File: src/rtl/morse_sequencer.sv
// Morse blinker for the red status LED: a small character FIFO feeding a mark/space timing FSM.
// Optional MORSE_BUSY_LED_EN lights the blue LED while the sequencer is active.
module morse_sequencer #(
  parameter int unsigned UNIT_CYCLES = 4800000,
  parameter int unsigned CNT_W       = 26,
  parameter int unsigned FIFO_DEPTH  = 4
) (
  input  logic       i_clk,
  input  logic       i_rst,
  input  logic [7:0] i_char,
  input  logic       i_char_valid,
  output logic       o_char_ready,
  input  logic       i_enable,
  output logic       o_busy,
  output logic       o_char_done,
  output logic       o_led_r,
  output logic       o_led_g,
  output logic       o_led_b
);

  localparam int unsigned AW = (FIFO_DEPTH > 1) ? $clog2(FIFO_DEPTH) : 1;
  localparam int unsigned CW = AW + 1;
  localparam logic [CNT_W-1:0] END1 = CNT_W'(UNIT_CYCLES - 1);
  localparam logic [CNT_W-1:0] END3 = CNT_W'(3 * UNIT_CYCLES - 1);
  localparam logic [CNT_W-1:0] END4 = CNT_W'(4 * UNIT_CYCLES - 1);

  typedef enum logic [2:0] {S_IDLE, S_LOAD, S_MARK, S_SPACE, S_CHAR_GAP, S_WORD_GAP} state_t;
  typedef enum logic [1:0] {K_SYM, K_SPACE, K_BAD} kind_t;

  // Character FIFO
  logic [7:0]    mem [FIFO_DEPTH];
  logic [AW-1:0] wr_ptr, rd_ptr;
  logic [CW-1:0] count, count_n;
  logic          ready_q, push, pop;

  assign push    = i_char_valid & ready_q;
  assign count_n = count + CW'(push) - CW'(pop);

  always_ff @(posedge i_clk) begin
    if (push) mem[wr_ptr] <= i_char;
  end

  always_ff @(posedge i_clk or posedge i_rst) begin
    if (i_rst) begin
      wr_ptr  <= '0;
      rd_ptr  <= '0;
      count   <= '0;
      ready_q <= 1'b1;
    end else begin
      if (push) wr_ptr <= wr_ptr + AW'(1);
      if (pop)  rd_ptr <= rd_ptr + AW'(1);
      count   <= count_n;
      ready_q <= (count_n != CW'(FIFO_DEPTH));
    end
  end

  // Head-of-FIFO decode: length plus left-aligned pattern, 1 = dash
  logic [7:0] up_char;
  kind_t      dec_kind;
  logic [2:0] dec_len;
  logic [4:0] dec_pat;

  always_comb begin
    up_char  = mem[rd_ptr];
    if (up_char >= 8'h61 && up_char <= 8'h7A) up_char = up_char - 8'h20;
    dec_kind = K_SYM;
    dec_len  = 3'd0;
    dec_pat  = 5'b00000;
    case (up_char)
      "A": {dec_len, dec_pat} = {3'd2, 5'b01000};
      "B": {dec_len, dec_pat} = {3'd4, 5'b10000};
      "C": {dec_len, dec_pat} = {3'd4, 5'b10100};
      "D": {dec_len, dec_pat} = {3'd3, 5'b10000};
      "E": {dec_len, dec_pat} = {3'd1, 5'b00000};
      "F": {dec_len, dec_pat} = {3'd4, 5'b00100};
      "G": {dec_len, dec_pat} = {3'd3, 5'b11000};
      "H": {dec_len, dec_pat} = {3'd4, 5'b00000};
      "I": {dec_len, dec_pat} = {3'd2, 5'b00000};
      "J": {dec_len, dec_pat} = {3'd4, 5'b01110};
      "K": {dec_len, dec_pat} = {3'd3, 5'b10100};
      "L": {dec_len, dec_pat} = {3'd4, 5'b01000};
      "M": {dec_len, dec_pat} = {3'd2, 5'b11000};
      "N": {dec_len, dec_pat} = {3'd2, 5'b10000};
      "O": {dec_len, dec_pat} = {3'd3, 5'b11100};
      "P": {dec_len, dec_pat} = {3'd4, 5'b01100};
      "Q": {dec_len, dec_pat} = {3'd4, 5'b11010};
      "R": {dec_len, dec_pat} = {3'd3, 5'b01000};
      "S": {dec_len, dec_pat} = {3'd3, 5'b00000};
      "T": {dec_len, dec_pat} = {3'd1, 5'b10000};
      "U": {dec_len, dec_pat} = {3'd3, 5'b00100};
      "V": {dec_len, dec_pat} = {3'd4, 5'b00010};
      "W": {dec_len, dec_pat} = {3'd3, 5'b01100};
      "X": {dec_len, dec_pat} = {3'd4, 5'b10010};
      "Y": {dec_len, dec_pat} = {3'd4, 5'b10110};
      "Z": {dec_len, dec_pat} = {3'd4, 5'b11000};
      "0": {dec_len, dec_pat} = {3'd5, 5'b11111};
      "1": {dec_len, dec_pat} = {3'd5, 5'b01111};
      "2": {dec_len, dec_pat} = {3'd5, 5'b00111};
      "3": {dec_len, dec_pat} = {3'd5, 5'b00011};
      "4": {dec_len, dec_pat} = {3'd5, 5'b00001};
      "5": {dec_len, dec_pat} = {3'd5, 5'b00000};
      "6": {dec_len, dec_pat} = {3'd5, 5'b10000};
      "7": {dec_len, dec_pat} = {3'd5, 5'b11000};
      "8": {dec_len, dec_pat} = {3'd5, 5'b11100};
      "9": {dec_len, dec_pat} = {3'd5, 5'b11110};
      " ": dec_kind = K_SPACE;
      default: dec_kind = K_BAD;
    endcase
  end

  // Sequencer FSM
  state_t           state, state_n;
  kind_t            kind_q, kind_n;
  logic [CNT_W-1:0] timer, timer_n;
  logic [2:0]       len_q, len_n;
  logic [4:0]       pat_q, pat_n;
  logic             done_n;
  logic             led_r_q, busy_q, done_q;

  always_comb begin
    state_n = state;
    kind_n  = kind_q;
    len_n   = len_q;
    pat_n   = pat_q;
    pop     = 1'b0;
    unique case (state)
      S_IDLE: begin
        if ((count != CW'(0)) && i_enable) begin
          state_n = S_LOAD;
          kind_n  = dec_kind;
          len_n   = dec_len;
          pat_n   = dec_pat;
        end
      end
      S_LOAD: begin
        pop = 1'b1;
        case (kind_q)
          K_SYM:   state_n = S_MARK;
          K_SPACE: state_n = S_WORD_GAP;
          default: state_n = S_IDLE;
        endcase
      end
      S_MARK: begin
        if (timer == (pat_q[4] ? END3 : END1)) begin
          if (len_q > 3'd1) begin
            state_n = S_SPACE;
            len_n   = len_q - 3'd1;
            pat_n   = {pat_q[3:0], 1'b0};
          end else begin
            state_n = S_CHAR_GAP;
          end
        end
      end
      S_SPACE:    if (timer == END1) state_n = S_MARK;
      S_CHAR_GAP: if (timer == END3) state_n = S_IDLE;
      S_WORD_GAP: if (timer == END4) state_n = S_IDLE;
      default:    state_n = S_IDLE;
    endcase
    timer_n = ((state_n != state) || (state == S_IDLE)) ? '0 : timer + CNT_W'(1);
    // Outputs are registered from next-state so they line up with the state they describe
    done_n  = ((state_n == S_LOAD) && (kind_n == K_BAD)) ||
              ((state_n == S_CHAR_GAP) && (timer_n == END3)) ||
              ((state_n == S_WORD_GAP) && (timer_n == END4));
  end

  always_ff @(posedge i_clk or posedge i_rst) begin
    if (i_rst) begin
      state   <= S_IDLE;
      kind_q  <= K_BAD;
      timer   <= '0;
      len_q   <= 3'd0;
      pat_q   <= 5'b00000;
      led_r_q <= 1'b1;
      busy_q  <= 1'b0;
      done_q  <= 1'b0;
    end else begin
      state   <= state_n;
      kind_q  <= kind_n;
      timer   <= timer_n;
      len_q   <= len_n;
      pat_q   <= pat_n;
      led_r_q <= (state_n != S_MARK);
      busy_q  <= (state_n != S_IDLE);
      done_q  <= done_n;
    end
  end

  assign o_char_ready = ready_q;
  assign o_busy       = busy_q;
  assign o_char_done  = done_q;
  assign o_led_r      = led_r_q;
  assign o_led_g      = 1'b1;

`ifdef MORSE_BUSY_LED_EN
  logic led_b_q;
  always_ff @(posedge i_clk or posedge i_rst) begin
    if (i_rst) led_b_q <= 1'b1;
    else       led_b_q <= (state_n == S_IDLE);
  end
  assign o_led_b = led_b_q;
`else
  assign o_led_b = 1'b1;
`endif

endmodule

File: config.mk
export PLATFORM = sky130hd
export DESIGN_NAME = morse_sequencer
export DESIGN_NICKNAME = d
export VERILOG_FILES = /design/src/rtl/morse_sequencer.sv
export SDC_FILE = /design/constraint.sdc
export NUM_CORES = 1
export LEC_CHECK = 0
export BUFFER_PORTS_ARGS = -buffer_cell sky130_fd_sc_hd__clkbuf_2
export CAP_MARGIN = 20
export CORE_ASPECT_RATIO = 1.25
export CORE_MARGIN = 3
export CORE_UTILIZATION = 35
export CTS_CLUSTER_DIAMETER = 100
export DETAILED_ROUTE_END_ITERATION = 8
export SKIP_CTS_REPAIR_TIMING = 1
export SYNTH_ARGS = -nofsm -noshare
export SYNTH_HDL_FRONTEND = slang
export SYNTH_SLANG_ARGS = --single-unit
File: constraint.sdc
create_clock -name i_clk -period 3.85 [get_ports i_clk]
set_clock_uncertainty 0.15 [all_clocks]
set_input_delay 0 -clock i_clk [delete_from_list [all_inputs] [get_ports i_clk]]
set_output_delay 0 -clock i_clk [all_outputs]
set_load 0.01 [all_outputs]
==> results of run 1 <==
## worst reg2reg max path, stage by stage, from the launching register on
cell and delay, ns:
dfrtp_1 0.59, buf_4 0.24, mux4_2 0.71, nand2_1 0.17, o22ai_1 0.11, a2111oi_0 0.55, a21oi_1 0.15, o22ai_1 0.17
o21ai_1 0.08
## cell families after synthesis
group / share of synthesized area [%]
AOI/OAI and AO/OA: 9.65
xor gates and xnor gates: 5.79
other: 0.0799
adders and majority gates: 2.83
muxes: 6.05
and+or+nand+nor: 24.1
buffers and inverters: 4.29
DFF: 47.2
## worst paths after layout
path | from | cells after the start | endpoint
worst min register to register | kind_q[1] | 2 | kind_q[1]
worst max register to register | rd_ptr[0] | 8 | pat_q[4]
worst max-delay path | rd_ptr[0] | 8 | pat_q[4]
min in group i_clk | i_char[4] | 2 | mem[2][4]
max in group asynchronous | i_rst | 4 | kind_q[1]
worst min-delay path | i_rst | 3 | timer[6]
## power by group through the flow
stage	clock network (uW)	registers [uW]	logic (uW)
floorplan	0	1060	269
detailed placement	0	1080	346
CTS	865	1060	350
global route	910	1070	410
global placement	0	1070	335
finish	846	1060	357
## state kept, by name, summed over array words and instances (netlist names)
signal        count
count             3
kind_q            2
len_q             3
mem              32
o_busy            1
o_char_done       1
o_char_ready      1
o_led_r           1
pat_q             5
rd_ptr            2
state             3
timer            26
wr_ptr            2
## metal layers
layer	GRT usage (%)	routed length, um	up-vias	part of all wire, %
li1	-	-	1672	-
met1	18.8	4480	1642	46
met2	22.5	4630	79	48
met3	2.86	320	22	3.3
met4	6.58	314	0	3.2
met5	0	0	-	0
## placed cells by master (no fill, tap or decap), types with 13 or more instances in the layout
master,count
nand3_1,16
edfxtp_1,32
dfrtp_1,47
inv_1,13
o21ai_0,21
a21oi_1,16
clkbuf_2,15
xor2_1,13
nor2_1,61
xnor2_1,18
nand2_1,38
## layout make-up
| type | count | area share, % |
|---|---|---|
| clock buffer | 9 | 4.26 |
| clock inverter | 7 | 1.23 |
| inverter | 15 | 1.07 |
| multi-input combinational | 333 | 43.1 |
| sequential | 82 | 41.9 |
| tap | 168 | 3.98 |
| timing repair buffer | 31 | 4.40 |
## per-stage QoR
step / std cells / worst slack, ns
2_1_floorplan: 455 / 1.18
3_3_place_gp: 616 / 0.880
3_5_place_dp: 616 / 0.846
4_1_cts: 632 / 0.810
5_1_grt: 645 / 0.534
6_report: 645 / 0.830
==> metrics.yaml, run 1 <==
die_area_mm2: 0.0148
fin_util_pct: 41.0
io_pins: 18
cp_top_family: "compound AO/OA/AOI/OAI gates"
cts_tree: "done"
comb_power_share_pct: 15.8
syn_to_final_growth_pct: 12.6
internal-power_uw: 1610
violations: "negative hold slack"
synthesis.instances: 454
grt_use_total_pct: 14.3
worstPathMaxFanout: 20
ys_ff_latch: 82
cts_buffer_depth: 2
finalWeightedCongestion: 0.874
cts_sinks: 82
num_rows: 46
reg2reg_slack_ns: 0.83
p_leak_uw: 0.00210
worstPathRequired_ns: 3.93
drt-total-wl_um: 9750
synth.area.top_cells: "dfrtp_1, edfxtp_1, nor2_1, mux4_2, xnor2_1"
die_h_um: 135
hold_ws_ns: -0.0118
async_flop_share_pct: 61.0
swShare_pct: 28.7
finalInstanceArea_mm2: 0.00529
regArea_mm2: 0.00222
yosysMostFrequentCell: "nor2_1"
port-buffer-count: 15
die_x_um: 110
grt_pass1_wl_um: 16800
synth-edff-count: 32
cts.htree.levels: 3
syn_avg_cell_area_um2: 10.3
path_cells: "buf_4, mux4_2, nand2_1, o22ai_1, a2111oi_0, a21oi_1, o22ai_1, o21ai_1"
fmax_mhz: 331
yosysSeqAreaShare_pct: 47.2
yosys.cell_types.count: 71
slew_headroom_pct: 55.9
num_antenna_cells: 0
setup_violations: 0
grt_remaining_overflow: 0
power_density_mw_per_mm2: 428
drcViolationCount: 0
start_kind: "flip-flop"
ir_drop_mv: 0.318
hold_viol: 12
multi_input_area_mm2: 0.00228
cap_viol_max_count: 0
drive_above_1_share_pct: 14.3
p_sw_uw: 648
outcome: "finished with violations"
synth_common_cells: "nor2_1, dfrtp_1, nand2_1, edfxtp_1, o21ai_0"
seq_power_share_pct: 46.8
tns_ns: 0
antenna_found_initial: 0
grt_pass1_vias: 3432
start_util_pct: 36.4
cts.clk_slew.worst_paths_ns: 0.07
drt-vias-per-instance: 5.29
synth_top_area_share_pct: 25.1
grt_setup_unrepaired: "no"
num_vias: 3415
clk_latency_ns: 0.34
cp.buffers_inverters: 1
grt_max_degree: 51
slowest_delay_ns: 0.71
slowest_stage: "mux4_2"
clockPowerShare_pct: 37.4
synth_top_area_cell: "dfrtp_1"
fin_crit_ns: 3.02
core_mm2: 0.0129
ys.flop_type: "dfrtp_1"
hp-class: "primary input to async pin"
post_drt_wl_per_cell_um: 15.1
num-fill-cells: 1274
p_total_uw: 2260
path_class: "flip-flop to flip-flop"
cts_root_buffer: "clkbuf_16"
place_area_mm2: 0.00486
critPathArrivalTime_ns: 3.10
maxSlewViolCount: 0
end_kind: "flip-flop"
cts_buffers: 9
finalCritPeriodShare_pct: 78.5
drtIter0Drc: 278
nets: 494
worst_pin_slew_ns: 0.660
dp_hpwl_um: 6860
cpMostUsedCell: "o22ai_1"
drtAntennaViolNets: 0
yosysWarnings: 0
netlist_area_mm2: 0.00469
firstDrtPassIters: 4
Note: power is estimated with default switching activity, not from simulation.
==> run 2: changes to the inputs <==
==> constraint.sdc (replaced) <==
create_clock -name i_clk -period 2.81 [get_ports i_clk]
set_clock_uncertainty 0.15 [all_clocks]
set_input_delay 0 -clock i_clk [delete_from_list [all_inputs] [get_ports i_clk]]
set_output_delay 0 -clock i_clk [all_outputs]
set_load 0.01 [all_outputs]
==> metrics.yaml, run 2 (synthesis results as in run 1) <==
port-buffer-count: 15
maxSlewViolCount: 0
cts.clk_slew.worst_paths_ns: 0.07
power_density_mw_per_mm2: 567
num-fill-cells: 1240
final_common_cell: "nor2_1"
cts_tree: "done"
die_h_um: 135
grt_setup_unrepaired: "yes"
setup_violations: 0
cts.htree.levels: 3
syn_to_final_growth_pct: 18.3
die_x_um: 110
grt_remaining_overflow: 0
drt-total-wl_um: 10000
num_vias: 3528
finalWeightedCongestion: 0.902
start_util_pct: 36.4
post_drt_wl_per_cell_um: 15.0
largest_register: "mem"
largest_register_ffs: 32
grt_pass1_wl_um: 17000
fin_util_pct: 43.1
hold_ws_ns: 0.0282
num_antenna_cells: 0
grt_pass1_vias: 3490
top_regs: "mem x32, timer x26, pat_q x5"
dp_hpwl_um: 7210
comb_power_share_pct: 16.6
outcome: "finished, final reports clean"
nets: 519
layout_common_cells: "nor2_1, dfrtp_1, nand2_1"
cts_sinks: 82
seq_power_share_pct: 46.0
regArea_mm2: 0.00222
finalCritPeriodShare_pct: 95.3
p_leak_uw: 0.00225
reg2reg_slack_ns: 0.13
ir_drop_mv: 0.511
multi_input_area_mm2: 0.00233
swShare_pct: 28.9
die_area_mm2: 0.0148
cts_buffer_depth: 2
drcViolationCount: 0
fmax_mhz: 373
io_pins: 18
fin_crit_ns: 2.68
worstPathMaxFanout: 4
critPathArrivalTime_ns: 2.75
clk_latency_ns: 0.34
internal-power_uw: 2240
grt_max_degree: 51
hold_viol: 0
firstDrtPassIters: 5
drtAntennaViolNets: 0
p_sw_uw: 910
worstPathRequired_ns: 2.88
end_kind: "flip-flop"
finalNonFillerCells: 670
core_mm2: 0.0129
cts_buffers: 9
drive_above_1_share_pct: 20.3
cap_viol_max_count: 0
drt-vias-per-instance: 5.27
grt_use_total_pct: 14.5
drtIter0Drc: 180
num_rows: 46
dp.cells: 641
antenna_found_initial: 0
hp-class: "primary input to async pin"
start_kind: "flip-flop"
path_class: "flip-flop to flip-flop"
cts_root_buffer: "clkbuf_16"
clockPowerShare_pct: 37.4
run 2: changes by cell type in the layout (fill, tap and decap cells not counted), sizes merged:
cell	before	now
buf	5	31
dlygate4sd3	11	10
inv	20	19
clkinv	1	3
clkinvlp	1	0
run 2: final timing paths:
kind / end / cells after the start / start
max: o_char_done / 10 / rd_ptr[0]
min: count[0] / 3 / i_rst
max reg2reg: o_char_done / 10 / rd_ptr[0]
min reg2reg: kind_q[1] / 2 / kind_q[1]
max in group asynchronous: o_led_r / 4 / i_rst
min in group i_clk: pat_q[3] / 5 / i_enable
run 2: per-layer routing:
layer | track usage, % | vias up | share of wire [%]
met2 | 24.6 | 75 | 50
met1 | 18.3 | 1702 | 44
met5 | 0 | - | 0
met4 | 5.96 | 0 | 3.1
met3 | 2.43 | 24 | 3.4
li1 | - | 1727 | -
run 2: through the flow:
step / total power, uW / setup slack (ns) / TNS, ns / cell area (um2)
finish: 3150 / 0.131 / 0 / 5550
floorplan: 1830 / 0.144 / 0 / 4700
global placement: 1950 / 0.0778 / 0 / 5060
global route: 3310 / -0.0385 / -0.0585 / 5550
detailed placement: 1970 / 0.0384 / 0 / 5060
CTS: 3160 / 0.0158 / 0 / 5360
run 2: cell type report:
type                       count  share of cell area [%]
clock inverter                 7                    1.37
inverter                      15                    1.01
timing repair buffer          56                    7.87
clock buffer                   9                    4.06
multi-input combinational    333                    42.0
sequential                    82                    39.9
tap                          168                    3.79
run 2: critical path: stages (launching register included):
cell	delay, ns
dfrtp_2	0.42
mux4_2	0.56
clkinv_1	0.12
ha_1	0.23
o21ai_0	0.16
nand3b_1	0.13
or3_4	0.40
nor2_1	0.12
nor2_1	0.06
nand4_1	0.13
o41ai_2	0.08
run 2: power by group through the flow:
stage	combinational (uW)	clock [uW]	sequential, uW
2_1_floorplan	368	0	1460
3_3_place_gp	485	0	1470
3_5_place_dp	496	0	1470
4_1_cts	503	1200	1450
5_1_grt	587	1260	1460
6_report	521	1180	1450
